`config.mk`:
```
export PLATFORM = sky130hd
export DESIGN_NAME = fpu_div_exp_seq
export DESIGN_NICKNAME = d
export VERILOG_FILES = /design/src/rtl/fpu_div_exp_pkg.sv /design/src/rtl/fpu_div_exp_cls.sv /design/src/rtl/fpu_div_exp_seq.sv
export SDC_FILE = /design/constraint.sdc
export NUM_CORES = 1
export LEC_CHECK = 0
export ABC_AREA = 1
export CORE_ASPECT_RATIO = 2
export CORE_MARGIN = 2
export CORE_UTILIZATION = 35
export CTS_BUF_LIST = sky130_fd_sc_hd__clkbuf_8
export DETAILED_ROUTE_END_ITERATION = 16
export GPL_ROUTABILITY_DRIVEN = 0
export PLACE_DENSITY = 0.57
export SYNTH_ARGS = -nofsm -noshare
export SYNTH_HDL_FRONTEND = slang
export SYNTH_SLANG_ARGS = --single-unit
```
`constraint.sdc`:
```
create_clock -name rclk -period 5.1 [get_ports rclk]
set_clock_uncertainty 0.15 [all_clocks]
set_input_delay 0.51 -clock rclk [delete_from_list [all_inputs] [get_ports rclk]]
set_output_delay 0.51 -clock rclk [all_outputs]
set_load 0.01 [all_outputs]
```
`src/rtl/fpu_div_exp_pkg.sv`:
```
// Shared definitions for the FP divide/sqrt exponent sequencer.
// Holds the sequencer state encoding, the format select values and the
// helpers that size the internal signed exponent and the shift saturation.
package fpu_div_exp_pkg;

    // Two guard bits give room for sign and overflow headroom over the field width.
    localparam int unsigned IEXP_PAD     = 2;
    localparam int unsigned EXP_W_DEF    = 11;
    localparam int unsigned SHCNT_W_DEF  = 6;
    localparam int unsigned IEXP_W_DEF   = EXP_W_DEF + IEXP_PAD;
    localparam int unsigned DSHIFT_SAT_DEF = (32'd1 << SHCNT_W_DEF) - 32'd1;

    localparam logic FMT_SGL = 1'b0;
    localparam logic FMT_DBL = 1'b1;

    typedef enum logic [2:0] {
        S_IDLE = 3'd0,
        S_CALC = 3'd1,
        S_ITER = 3'd2,
        S_ADJ  = 3'd3,
        S_RND  = 3'd4,
        S_OUT  = 3'd5
    } state_e;

    // Internal signed exponent width for a given field width.
    function automatic int unsigned iexp_w(input int unsigned exp_w);
        return exp_w + IEXP_PAD;
    endfunction

    // All-ones value of a w-bit field (max biased exponent, shift saturation).
    function automatic int unsigned shift_sat(input int unsigned w);
        return (32'd1 << w) - 32'd1;
    endfunction

endpackage

```
`src/rtl/fpu_div_exp_cls.sv`:
```
// Result exponent classifier.
// Ports: e (signed internal exponent after rounding), dbl (format),
// rz (round-toward-zero class) -> exp_c (final biased exponent),
// of_c / uf_c (overflow / underflow flags), dshift_c (denormal right-shift).
// Purely combinational; the sequencer registers the results.
module fpu_div_exp_cls
    import fpu_div_exp_pkg::*;
#(
    parameter int unsigned EXP_W   = 11,
    parameter int unsigned SEXP_W  = 8,
    parameter int unsigned SHCNT_W = 6
) (
    input  logic signed [iexp_w(EXP_W)-1:0] e,
    input  logic                            dbl,
    input  logic                            rz,
    output logic [EXP_W-1:0]                exp_c,
    output logic                            of_c,
    output logic                            uf_c,
    output logic [SHCNT_W-1:0]              dshift_c
);

    localparam int unsigned IW = iexp_w(EXP_W);
    localparam logic signed [IW-1:0] DMAX = IW'(shift_sat(EXP_W));
    localparam logic signed [IW-1:0] SMAX = IW'(shift_sat(SEXP_W));
    localparam logic signed [IW-1:0] SAT  = IW'(shift_sat(SHCNT_W));

    logic signed [IW-1:0] max_e;
    logic signed [IW-1:0] uf_amt;
    logic [EXP_W-1:0]     sat_exp;

    // Overflow saturates to infinity code, or max finite under round-to-zero.
    always_comb begin
        exp_c    = '0;
        of_c     = 1'b0;
        uf_c     = 1'b0;
        dshift_c = '0;
        max_e    = (dbl == FMT_DBL) ? DMAX : SMAX;
        sat_exp  = rz ? EXP_W'(max_e - IW'(1)) : EXP_W'(max_e);
        uf_amt   = IW'(1) - e;
        if (e >= max_e) begin
            of_c  = 1'b1;
            exp_c = sat_exp;
        end else if (e <= IW'(0)) begin
            uf_c     = 1'b1;
            dshift_c = (uf_amt >= SAT) ? {SHCNT_W{1'b1}} : uf_amt[SHCNT_W-1:0];
        end else begin
            exp_c = e[EXP_W-1:0];
        end
    end

endmodule

```
`src/rtl/fpu_div_exp_seq.sv`:
```
// Handshaked exponent sequencer for the FP divide/sqrt pipe.
// Ports: rclk/rst (sync active-high); request in_vld/in_rdy with in_dbl,
// in_sqrt, in_rz, in_exp1/2, in_lz1/2; mantissa events frac_done/frac_nrm and
// rnd_vld/frac_ovf; result out_vld/out_rdy with out_exp, out_of, out_uf,
// out_dshift, out_odd.
// Build option: FPU_DIV_EXP_SQRT_EN enables the sqrt exponent path; without it
// in_sqrt is ignored and out_odd stays 0.
module fpu_div_exp_seq
    import fpu_div_exp_pkg::*;
#(
    parameter int unsigned EXP_W   = 11,
    parameter int unsigned BIAS    = 1023,
    parameter int unsigned SEXP_W  = 8,
    parameter int unsigned SBIAS   = 127,
    parameter int unsigned SHCNT_W = 6
) (
    input  logic               rclk,
    input  logic               rst,
    input  logic               in_vld,
    output logic               in_rdy,
    input  logic               in_dbl,
    input  logic               in_sqrt,
    input  logic               in_rz,
    input  logic [EXP_W-1:0]   in_exp1,
    input  logic [EXP_W-1:0]   in_exp2,
    input  logic [SHCNT_W-1:0] in_lz1,
    input  logic [SHCNT_W-1:0] in_lz2,
    input  logic               frac_done,
    input  logic               frac_nrm,
    input  logic               rnd_vld,
    input  logic               frac_ovf,
    output logic               out_vld,
    input  logic               out_rdy,
    output logic [EXP_W-1:0]   out_exp,
    output logic               out_of,
    output logic               out_uf,
    output logic [SHCNT_W-1:0] out_dshift,
    output logic               out_odd
);

    localparam int unsigned IW = iexp_w(EXP_W);

    state_e               state;
    logic                 dbl_q;
    logic                 rz_q;
    logic                 sqrt_q;
    logic [EXP_W-1:0]     e1_q;
    logic [EXP_W-1:0]     e2_q;
    logic [SHCNT_W-1:0]   lz1_q;
    logic [SHCNT_W-1:0]   lz2_q;
    logic                 nrm_q;
    logic                 odd_q;
    logic signed [IW-1:0] e_q;

    logic signed [IW-1:0] e1_eff;
    logic signed [IW-1:0] e2_eff;
    logic signed [IW-1:0] bias_i;
    logic signed [IW-1:0] lz1_i;
    logic signed [IW-1:0] lz2_i;
    logic signed [IW-1:0] calc_e;
    logic                 calc_odd;
    logic signed [IW-1:0] rnd_e;

    logic [EXP_W-1:0]     cls_exp_c;
    logic                 cls_of_c;
    logic                 cls_uf_c;
    logic [SHCNT_W-1:0]   cls_dshift_c;

`ifdef FPU_DIV_EXP_SQRT_EN
    logic signed [IW-1:0] sqrt_t;
`else
    logic unused_sqrt;
    assign unused_sqrt = in_sqrt;
`endif

    // Exponent arithmetic on the latched operands; zero exponents count as 1.
    always_comb begin
        e1_eff = (dbl_q == FMT_DBL) ? IW'(e1_q) : IW'(e1_q[SEXP_W-1:0]);
        e2_eff = (dbl_q == FMT_DBL) ? IW'(e2_q) : IW'(e2_q[SEXP_W-1:0]);
        if (e1_eff == IW'(0)) e1_eff = IW'(1);
        if (e2_eff == IW'(0)) e2_eff = IW'(1);
        bias_i   = (dbl_q == FMT_DBL) ? IW'(BIAS) : IW'(SBIAS);
        lz1_i    = IW'(lz1_q);
        lz2_i    = IW'(lz2_q);
        calc_e   = e1_eff - lz1_i - (e2_eff - lz2_i) + bias_i;
        calc_odd = 1'b0;
`ifdef FPU_DIV_EXP_SQRT_EN
        // Halve the unbiased exponent rounding toward -inf; the odd bit tells
        // the mantissa path to pre-shift the radicand.
        sqrt_t = e1_eff - lz1_i - bias_i;
        if (sqrt_q) begin
            calc_odd = sqrt_t[0];
            calc_e   = (sqrt_t >>> 1) + bias_i;
        end
`endif
        rnd_e = frac_ovf ? (e_q + IW'(1)) : e_q;
    end

    fpu_div_exp_cls #(
        .EXP_W   (EXP_W),
        .SEXP_W  (SEXP_W),
        .SHCNT_W (SHCNT_W)
    ) u_cls (
        .e        (rnd_e),
        .dbl      (dbl_q),
        .rz       (rz_q),
        .exp_c    (cls_exp_c),
        .of_c     (cls_of_c),
        .uf_c     (cls_uf_c),
        .dshift_c (cls_dshift_c)
    );

    // Sequencer with registered handshake and result outputs.
    always_ff @(posedge rclk) begin
        if (rst) begin
            state      <= S_IDLE;
            in_rdy     <= 1'b0;
            out_vld    <= 1'b0;
            out_exp    <= '0;
            out_of     <= 1'b0;
            out_uf     <= 1'b0;
            out_dshift <= '0;
            out_odd    <= 1'b0;
            dbl_q      <= 1'b0;
            rz_q       <= 1'b0;
            sqrt_q     <= 1'b0;
            e1_q       <= '0;
            e2_q       <= '0;
            lz1_q      <= '0;
            lz2_q      <= '0;
            nrm_q      <= 1'b0;
            odd_q      <= 1'b0;
            e_q        <= '0;
        end else begin
            case (state)
                S_IDLE: begin
                    in_rdy <= 1'b1;
                    if (in_vld && in_rdy) begin
                        in_rdy <= 1'b0;
                        dbl_q  <= in_dbl;
                        rz_q   <= in_rz;
`ifdef FPU_DIV_EXP_SQRT_EN
                        sqrt_q <= in_sqrt;
`else
                        sqrt_q <= 1'b0;
`endif
                        e1_q   <= in_exp1;
                        e2_q   <= in_exp2;
                        lz1_q  <= in_lz1;
                        lz2_q  <= in_lz2;
                        state  <= S_CALC;
                    end
                end
                S_CALC: begin
                    e_q   <= calc_e;
                    odd_q <= calc_odd;
                    state <= S_ITER;
                end
                S_ITER: begin
                    if (frac_done) begin
                        nrm_q <= frac_nrm;
                        state <= S_ADJ;
                    end
                end
                S_ADJ: begin
                    if (nrm_q) e_q <= e_q - IW'(1);
                    state <= S_RND;
                end
                S_RND: begin
                    if (rnd_vld) begin
                        out_vld    <= 1'b1;
                        out_exp    <= cls_exp_c;
                        out_of     <= cls_of_c;
                        out_uf     <= cls_uf_c;
                        out_dshift <= cls_dshift_c;
                        out_odd    <= odd_q;
                        state      <= S_OUT;
                    end
                end
                S_OUT: begin
                    if (out_rdy) begin
                        out_vld <= 1'b0;
                        in_rdy  <= 1'b1;
                        state   <= S_IDLE;
                    end
                end
                default: begin
                    state   <= S_IDLE;
                    in_rdy  <= 1'b0;
                    out_vld <= 1'b0;
                end
            endcase
        end
    end

endmodule
```
# After elaboration in Yosys (flattened, before gate mapping)
# Cells that the tools add are included.
[word_totals] input_bits=45 wordCells=81 output_inout_bits=22 reg_bits=74
[op_classes] n_lt_le_gt_ge=3 n_reduce_logical=14 n_eq_ne=10 bitwise=2 addsub=8 muxes=29
[ops] cell="$mux W11" count=6
[ops] cell="$mux W13" count=4
[ops] cell="$logic_not A13 Y1" count=2
[ops] cell="$pmux W13 S2" count=1
[ops] cell="$sub A13 B7 Y13" count=2
[ops] cell="$mux W6" count=3
[ops] cell="$pmux W3 S6" count=1
[ops] cell="$add A13 B11 Y13" count=1
[ops] cell="$add A13 B2 Y13 const B" count=1
[ops] cell="$ge A13 B13 Y1" count=1
[ops] cell="$ge A13 B7 Y1 const B" count=1
[ops] cell="$le A13 B1 Y1 const B" count=1
[ops] cell="$sub A13 B13 Y13" count=1
[ops] cell="$sub A13 B2 Y13 const B" count=1
[ops] cell="$sub A2 B13 Y13 const A" count=1
[ops] cell="$mux W3" count=4
[ops] cell="$sub A11 B2 Y11 const B" count=1
[ops] cell="$mux W10" count=1
[ops] cell="$ne A2 B2 Y1 const B" count=5
[ops] cell="$reduce_and A2 Y1" count=5
[ops] cell="$reduce_or A4 Y1" count=2
[ops] cell="$mux W1" count=7
[ops] cell="$eq A3 B2 Y1 const B" count=2
[ops] cell="$eq A3 B3 Y1 const B" count=2
[ops] cell="8 further kinds" count=10

# Depth between registers and ports, before layout
[logic_depth] depth_word=7 ltp_mapped=24

# By module
# From an unflattened synthesis, not the netlist that was laid out.
[unflattened] cells_unflattened=800 hier_area_um2=5405.2
[by_module_without_submodules] module="fpu_div_exp_seq" instances=1 cells_per_inst=667 area_each_um2=4709.5
[by_module_without_submodules] module="fpu_div_exp_cls" instances=1 cells_per_inst=133 area_each_um2=695.7

# Worst setup path after synthesis
# OpenSTA, ideal clock, no wires.
[synth_timing] kind="reg2reg" from="register dbl_q" to="register e_q[11]" arrival_ns=3.623 required_ns=4.880 setup_slack_ns=1.257 stages_incl_launch_ff=22 path_cell_list="dfxtp_1 > clkbuf_1 > inv_1 > a21oi_1 > o41ai_1 > ha_1 > inv_1 > fa_1 > ha_1 > ha_1 > fa_1 > a21oi_1 > o21ai_0 > nand2_1 > nand2_1 > a21boi_0 > nor2_1 > nor2_1 > nor2_1 > o21ai_0 > nand3_1 > a21oi_1"
[synth_via] elab_chain_cells=7 elab_cells_between_ends=12 cone_classes="4 x add/sub; 6 x mux; 2 x reduce/logical"
[synth_rtl] item="start, declared" line="fpu_div_exp_seq.sv:44" source="logic dbl_q;"
[synth_rtl] item="start signal, assigned" line="fpu_div_exp_seq.sv:140" source="dbl_q <= in_dbl;"
[synth_rtl] item="$mux W11, on equally long branches" line="fpu_div_exp_seq.sv:78, fpu_div_exp_seq.sv:79"
[synth_rtl] item="$logic_not A13 Y1, on equally long branches" line="fpu_div_exp_seq.sv:80, fpu_div_exp_seq.sv:81"
[synth_rtl] item="$mux W13, on equally long branches" line="fpu_div_exp_seq.sv:80, fpu_div_exp_seq.sv:81"
[synth_rtl] item="$sub A13 B7 Y13" line="fpu_div_exp_seq.sv:85" source="calc_e = e1_eff - lz1_i - (e2_eff - lz2_i) + bias_i;"
[synth_rtl] item="$sub A13 B13 Y13" line="fpu_div_exp_seq.sv:85"
[synth_rtl] item="$add A13 B11 Y13 *" line="fpu_div_exp_seq.sv:85"
[synth_rtl] item="$pmux W13 S2 *" line="fpu_div_exp_seq.sv:135" source="case (state)"
[synth_rtl] item="end signal, assigned" line="fpu_div_exp_seq.sv:155" source="e_q <= calc_e;"
[synth_rtl] item="end signal, assigned" line="fpu_div_exp_seq.sv:166" source="if (nrm_q) e_q <= e_q - IW'(1);"
[synth_rtl] item="end, declared" line="fpu_div_exp_seq.sv:53" source="logic signed [IW-1:0] e_q;"
# Mark *: on every way between the ends. The rest lies on a longest branch, timed or not.
# A chain may end at the register's enable or synchronous reset.

# Final worst setup path
# Same ends and word-level chain as after synthesis.

==> metrics <==
asr flop ratio synth=0; Slew @ Worst Pin=893.5 ps; total routed wirelength=12.18 mm; Hold Path Cell Cnt=2; switching part of the total=0.4976; Tot GR Track Use=0.1600; most frequent cells in the layout=nand2_1, inv_1, dfxtp_1, o21ai_0, a21oi_1; setup_tns=0 ps; clock share of power=0.123; CTS tree=built; relative slew slack=0.4037; R2R depth=21; num rows=62; Placed Area=0.005934 mm2; CTS Hold Bufs=0; largest net degree at the start of global routing=73; slowest CP cell=fa_1; register area share after synthesis=0.2867; clk sinks=74; fin area=0.006152 mm2; most common cell after layout, fill and taps aside=nand2_1; routed length per instance=~12 um; # setup viols final=0; CORE AREA=0.01443 mm2; Placed Cells=between 900 and 1000; Final Critical Period=around 4200 ps; fin cells=990; Req. time, crit path=5230 ps; via count=4630; Die Ht=175.8 um; #FFs+latches synth=74; post-route antenna net violation count=0; Switch Pwr=about 2.1 mW; synthesized area per cell=6.890 um2; area grow syn2layout=19.06%; Worst path max stage delay=450 ps; f_max=239.2 MHz; effective utilization at floorplan=0.3581; vias in the first global route=4563; Critical R2R Launch=dbl_q$_SDFFE_PP0P_; Hold Startpoint=lz2_q[0]$_SDFFE_PP0P_; die area=approximately 0.016 mm2; initial antenna violation count=0; outcome=complete, no violations; critical setup path kind=reg -> reg; Comb pwr share=0.669; Cell Area, Synth=0.005167 mm2; Arr. time, crit path=around 4300 ps; Ant. Diodes=0; fin crit share=0.8198; post-layout util=0.4264; Worst Setup SP=dbl_q$_SDFFE_PP0P_; Max Cap Viol=0; P per Cell Area=between 600 and 700 mW/mm2; CTS buffer count=9; Synth Instances=750; gr ovfl total=0; Die Wd=89.92 um; HP Class=reg -> reg; Max FO, Critical Path=8; Fillers=1560; final net count=889; Setup crit start kind=flip-flop; Detailed Place HPWL=between 9 and 10 mm; 1st-iter DRT viols=approximately 160; Int Pwr=between 2 and 2.5 mW; CP endpoint kind=flip-flop; Ys Warns=0; Top FF cell, synth=dfxtp_1; Pleak=2.868 nW; post-synthesis cell type count=43; H-tree levels=3; clk slew on worst S/H paths=80 ps; router iterations before antenna repair=6; number of synthesized flops with an enable pin=0; VDD IR max=0.3123 mV; syn nets=846; Flop pwr share=0.208; I/O pin count=67; CTS resizes=0; number of I/O port buffers=64; clk_lat worst skew=360 ps; CTS root buffer=clkbuf_8; unrepaired setup endpoints after global routing=false; CP Cell Sequence=nand2_1, nand3_1, o41ai_1, buf_4, ha_1, inv_1, fa_1, ha_1, ha_1, fa_1, a21oi_1, o21ai_0, nand2_1, nand2_1, a21boi_0, nor2_1, nor2_1, nor2_1, o21ai_0, nand3_1, a21oi_1; layout cell share with drive strength beyond 1=0.08647; vias per cell=4.677; Post-CTS Setup Inserts=0; # DRC=0; hold violation count in the final report=0; Max clock buf depth=2; max-slew violations=0; first-pass GRT wire length=20.51 mm
[layer usage]
| metal | up-vias | track usage | share of wire |
|---|---|---|---|
| li1 | 2485 | - | - |
| met1 | 2049 | 0.1513 | 0.36 |
| met2 | 73 | 0.3318 | 0.59 |
| met3 | 23 | 0.01888 | 0.021 |
| met4 | 0 | 0.07500 | 0.032 |
| met5 | - | 0 | 0 |
[flip-flops by register name, indices dropped and copies added, names as in the netlist, 3 cells and up]
name and flops:
e_q 13, lz1_q 6, e1_q 11, out_dshift 6
state 3, out_exp 11, lz2_q 6, e2_q 11
[power by group through the flow]
stage / Combinational (mW) / Clock [mW] / Sequential, mW
6_report: 2.80 / 0.514 / 0.871
2_1_floorplan: 2.28 / 0 / 0.825
4_1_cts: 2.84 / 0.534 / 0.873
5_1_grt: 3.30 / 0.550 / 0.894
3_5_place_dp: 2.81 / 0 / 0.887
3_3_place_gp: 2.79 / 0 / 0.885
[final cells by class]
class / instances / area (um2) / share of cell area
clock buffers: 9 / 123.9 / 0.02013
flip-flops and latches: 74 / 1481 / 0.2408
multi-input cells: 503 / 3014 / 0.4899
clock inverters: 7 / 93.84 / 0.01525
repair buffers: 71 / 693.2 / 0.1127
well taps: 192 / 240.2 / 0.03905
inverters: 134 / 505.5 / 0.08216
[metrics by stage]
step / total power [mW] / setup slack (ps) / hold slack [ps]
floorplan: 3.103 / 1257 / 273.9
global placement: 3.678 / 911.4 / 284.8
detailed placement: 3.695 / 896.6 / 292.9
CTS: 4.246 / 859.6 / 305.8
global route: 4.741 / 411.8 / 331.9
finish: 4.184 / 919.2 / 307.3
[kinds of logic after synthesis]
family / after synthesis / synth area share
xor gates and xnor gates: 10 / 0.01840
and+or+nand+nor: 268 / 0.2395
AOI/OAI and AO/OA: 172 / 0.1816
other: 2 / 0.001453
DFF: 74 / 0.2867
buffers and inverters: 173 / 0.1300
adders and majority gates: 51 / 0.1424
[critical path: cells and delay by family (launching register included)]
kind | cells | cell delay, ps
flops | 1 | 390
simple gates | 8 | 700
fa+ha+maj | 5 | 1520
compound gates | 6 | 1110
buf+inv | 2 | 240
[Yosys cell counts, types with 2 or more instances]
library cell  number  area share
xnor2_1            3      0.0051
nor2_2             3      0.0036
nor2_4             4      0.0087
nand2_4            4      0.0087
clkbuf_1          34       0.025
or2_2              7      0.0085
nand4_1            8      0.0097
inv_2              8      0.0058
o211ai_1           2      0.0029
o41ai_1            2      0.0034
nor3_1             5      0.0048
inv_1            124       0.090
xor2_1             6       0.010
fa_1              13       0.050
conb_1             2      0.0015
nand3_1           42       0.041
a31oi_1            8      0.0097
ha_1              38       0.092
o21ai_1            3      0.0029
nand2_2            7      0.0085
a221oi_1           2      0.0034
a21oi_1           69       0.067
buf_4              3      0.0044
o21ai_0           71       0.069
o21a_1             2      0.0029
nand2_1          134       0.097
nor2_1            48       0.035
nand3_2            3      0.0058
a211oi_1           2      0.0029
o21bai_1           2      0.0029
a21oi_2            6       0.010
dfxtp_1           74        0.29
[worst paths after layout]
kind | end | slack (ps)
setup / recovery | e_q[11]$_SDFFE_PP0P_ | 920
hold / removal | lz2_q[0]$_SDFFE_PP0P_ | 310
setup reg to reg | e_q[11]$_SDFFE_PP0P_ | 920
hold reg to reg | lz2_q[0]$_SDFFE_PP0P_ | 310
Note: power is estimated with default switching activity, not from simulation.
